`src/rtl/pc_unit.sv`:
```
// Program counter unit: computes the next fetch address from the selected source,
// commits it only when it lands word-aligned inside the fetch window, and halts on the first illegal target.
module pc_unit (
    input  logic        clk,
    input  logic        reset,
    input  logic        en,
    input  logic [2:0]  npc_sel,
    input  logic        br_taken,
    input  logic [15:0] imm16,
    input  logic [25:0] instr_index,
    input  logic [31:0] ra,
    output logic [31:0] PC,
    output logic [31:0] PC4,
    output logic [31:0] instr_cnt,
    output logic        addr_err,
    output logic        halted
);

    localparam logic [31:0] PC_RESET = 32'h0000_3000;
    localparam logic [31:0] WIN_LO   = 32'h0000_3000;
    localparam logic [31:0] WIN_HI   = 32'h0000_6FFC;

    typedef enum logic [2:0] {
        SEL_SEQ = 3'd0,
        SEL_BR  = 3'd1,
        SEL_J   = 3'd2,
        SEL_JR  = 3'd3
    } npc_sel_e;

    typedef enum logic {
        ST_RUN,
        ST_HALT
    } state_e;

    state_e      state_q, state_d;
    logic [31:0] pc_q, pc_d;
    logic [31:0] cnt_q, cnt_d;
    logic        err_q, err_d;

    logic [31:0] pc_plus4;
    logic [31:0] br_off;
    logic [31:0] npc;
    logic        npc_legal;

    always_comb begin
        pc_plus4 = pc_q + 32'd4;
        br_off   = {{14{imm16[15]}}, imm16, 2'b00};
        npc      = pc_plus4;
        case (npc_sel)
            SEL_SEQ: npc = pc_plus4;
            SEL_BR:  npc = br_taken ? (pc_plus4 + br_off) : pc_plus4;
            SEL_J:   npc = {pc_q[31:28], instr_index, 2'b00};
            SEL_JR:  npc = ra;
            default: npc = pc_plus4;
        endcase
        npc_legal = (npc[1:0] == 2'b00) && (npc >= WIN_LO) && (npc <= WIN_HI);
    end

    always_comb begin
        pc_d    = pc_q;
        cnt_d   = cnt_q;
        err_d   = err_q;
        state_d = state_q;
        if (state_q == ST_RUN && en) begin
            if (npc_legal) begin
                pc_d  = npc;
                cnt_d = cnt_q + 32'd1;
            end else begin
                err_d   = 1'b1;
                state_d = ST_HALT;
            end
        end
    end

    always_ff @(posedge clk) begin
        if (reset) begin
            state_q <= ST_RUN;
            pc_q    <= PC_RESET;
            cnt_q   <= '0;
            err_q   <= 1'b0;
        end else begin
            state_q <= state_d;
            pc_q    <= pc_d;
            cnt_q   <= cnt_d;
            err_q   <= err_d;
        end
    end

    assign PC        = pc_q;
    assign PC4       = pc_plus4;
    assign instr_cnt = cnt_q;
    assign addr_err  = err_q;
    assign halted    = (state_q == ST_HALT);

endmodule

```
`config.mk`:
```
export PLATFORM = sky130hd
export DESIGN_NAME = pc_unit
export DESIGN_NICKNAME = d
export VERILOG_FILES = /design/src/rtl/pc_unit.sv
export SDC_FILE = /design/constraint.sdc
export NUM_CORES = 1
export LEC_CHECK = 0
export ABC_CLOCK_PERIOD_IN_PS = 10200
export CAP_MARGIN = 20
export CORE_MARGIN = 4
export CORE_UTILIZATION = 40
export CTS_BUF_LIST = sky130_fd_sc_hd__clkbuf_4 sky130_fd_sc_hd__clkbuf_8 sky130_fd_sc_hd__clkbuf_16
export DETAILED_ROUTE_END_ITERATION = 10
export PLACE_DENSITY = 0.68
export SLEW_MARGIN = 20
export SYNTH_ARGS = -nofsm -noshare
export SYNTH_HDL_FRONTEND = slang
export SYNTH_SLANG_ARGS = --single-unit
```
`constraint.sdc`:
```
create_clock -name clk -period 10.2 [get_ports clk]
set_input_delay 1.53 -clock clk [delete_from_list [all_inputs] [get_ports clk]]
set_output_delay 1.53 -clock clk [all_outputs]
set_load 0.02 [all_outputs]
```
==> summary.txt <==
Reg-to-reg critical path startpoint = PC[2]
Max_cap viols = 0
Total congestion overflow = 0
PwrDens = 79.6 nW/um^2
Placer Congestion = 1.01
Asr flop ratio synth = 0%
Final Hold Vio Count = 0
Final wirelength = 27400 microns
First-pass GRT wire length = 42700 microns
Min cycle time layout = 6940 ps
Worst setup SP type = primary input
R2R setup slack = 3270 ps
TritonCTS clock tree = built
Count leader, synth = nand2_1
Placed insts = 1334
Initial Utilization = 41.1%
Setup repair bufs after CTS = 0
Setup CP Type = primary input to register
Depth of the most critical reg-to-reg path = 17
Core area = 16700 sq um
Via density = 5.90
Mean Syn Cell Area = 6.94 sq um
Final setup fails = 0
Fill cells = 1674
Fin nets = 1240
DRT Pass-1 Iters = 5
Clk_skew = 5.36 ps
CTS Hold Buffers Added = 0
Post-synthesis cell count = 990
Ys Warns = 0
Total I/O pin count = 179
Initial DRC count = 657
Port Buffers = 178
Post-synth top cells = nand2_1, nor2_1, a21oi_1
Num CTS Buffers = 9
Num rows = 47
Register Area = 1300 sq um
Slew margin rel. = 34.7%
Worst Hold Class = register to register
Largest net degree at the start of global routing = 79
Hold path depth = 2
Hold_ws = 489 ps
Clock Tree Buf Depth = 2
DRT antenna net count = 0
Post-layout worst setup margin = 3260 ps
Worst path required time = 10450 ps
ANT cells = 0
Number of synthesized flops with an enable pin = 0
Worst Path Arrival = 7190 ps
Leak pwr = 3.45 nW
RSZ-0062 raised after global routing = no
Synth-to-layout area growth = 31.4%
Routed len/inst = 20.3 microns
Post-synth top flop = dfxtp_1
Post-synthesis sequential area ratio = 18.9%
Synthesized flop and latch total = 65
Status = finished, final reports clean
Die X = 139 microns
Largest area contributor in the netlist = dfxtp_1
Share of the synthesized area in the top cell type = 18.9%
Area of the multi-input gates = 5190 sq um
Count of cells resized by post-cts repair = 0
Crit path capture type = register
Final Max Slew Viols = 0
Post-placement setup slack = 2990 ps
Hold EP = instr_cnt[31]
Setup TNS = 0 ps
Maximum clock rate = 144 MHz
Final cell count without fillers = 1350
Layout cell share with drive strength beyond 1 = 5.58%
Max VDD drop = 0.113 mV
Clock-pin transition on the worst setup and hold timing paths = 50 ps
Worst r2r dst = instr_cnt[22]
Clock Sinks = 65
Synth Cell Area = 6870 sq um
Vias in the first global route = 7463
CTS root buffer = clkbuf_16
Syn Nets = 1105
Post-route clock period utilization = 68.1%
Clock Latency Late Sink = 320 ps
Initial antenna violation count = 0
Count of cell types in the netlist = 71
Total GRT Usage = 27.2%
Routed via count = 7967
Hold_sp = instr_cnt[31]
Die Span Y = 139 microns
Tightest Pin Transition = 978 ps
Top post-synthesis cells by area = dfxtp_1, ha_1, nand2_1
Area of the die = 19300 sq um
# DRC = 0
Post-DP HPWL = 21500 microns
H-tree Lvls = 3
Worst Path Max Fanout = 48
cell families after synthesis:
logic type / Yosys count / share of synthesized area [%]
XOR/XNOR: 38 / 4.84
multiplexers: 42 / 6.52
AO/OA/AOI/OAI: 257 / 23.7
AND/OR/NAND/NOR: 457 / 34.2
flip-flops: 65 / 18.9
adder cells (fa/ha/maj): 34 / 6.30
buffers and inverters: 97 / 5.52
placed cells by master, fill, tap and decap left out, drive strengths merged, types with 34 or more instances in the layout:
master,n
dfxtp,65
inv,34
nor3,36
clkdlybuf4s50,176
nor2,97
nand3,37
a21oi,79
o21ai,65
nand2,110
metal layers:
layer  routed length (microns)  GRT usage [%]  vias to the layer above
met4                       781           8.39                        0
met3                      1800           4.45                       54
met5                         0              0                        -
met2                     12600           44.0                      314
met1                     12300           37.3                     3707
li1                          -              -                     3892
metrics by stage:
| stage | instance area [sq um] | utilization [%] | total power, W |
|---|---|---|---|
| 2_1_floorplan | 6870 | - | 0.000352 |
| 3_3_place_gp | 8720 | 52.2 | 0.000420 |
| 3_5_place_dp | 8730 | 52.3 | 0.000419 |
| 4_1_cts | 9030 | 54.1 | 0.000725 |
| 5_1_grt | 9030 | 54.1 | 0.000751 |
| 6_report | 9030 | 54.1 | 0.000719 |
flip-flops by register name, indices dropped and copies added (netlist names):
name	count
PC	32
instr_cnt	32
addr_err	1
power by group:
group	switching, W	total, W	internal (W)
clock	0.000111	0.000303	0.000192
sequential	0.000000758	0.000255	0.000254
combinational	0.0000925	0.000161	0.0000687
total	0.000204	0.000719	0.000515
critical path, stage by stage:
cell and delay (ps):
clkdlybuf4s50_1 830, ha_1 600, a21oi_1 360, o21ai_0 220
a21oi_1 230, or4b_2 600, nor3_1 150, nor3_1 130
nor4_1 400, nor2b_1 380, nand3_2 800, or4_1 780
a21oi_1 150
worst max path at each step:
stage                     startpoint       endpoint  slack (ps)  cells past startpoint
after floorplan                PC[3]  instr_cnt[13]        4800                     19
after global placement     imm16[15]  instr_cnt[22]        3050                     13
after detailed placement   imm16[15]  instr_cnt[22]        2990                     13
after CTS                  imm16[15]  instr_cnt[22]        3320                     13
after global routing       imm16[15]  instr_cnt[22]        2790                     13
final                      imm16[15]  instr_cnt[22]        3260                     13
final cells by class:
class / count / share of cell area [%]
flip-flops and latches: 65 / 14.4
clock inverters: 6 / 0.762
repair buffers: 186 / 20.3
well taps: 220 / 3.05
clock buffers: 10 / 2.58
multi-input cells: 828 / 57.5
inverters: 35 / 1.45
Power figures use the tool's default switching activity.
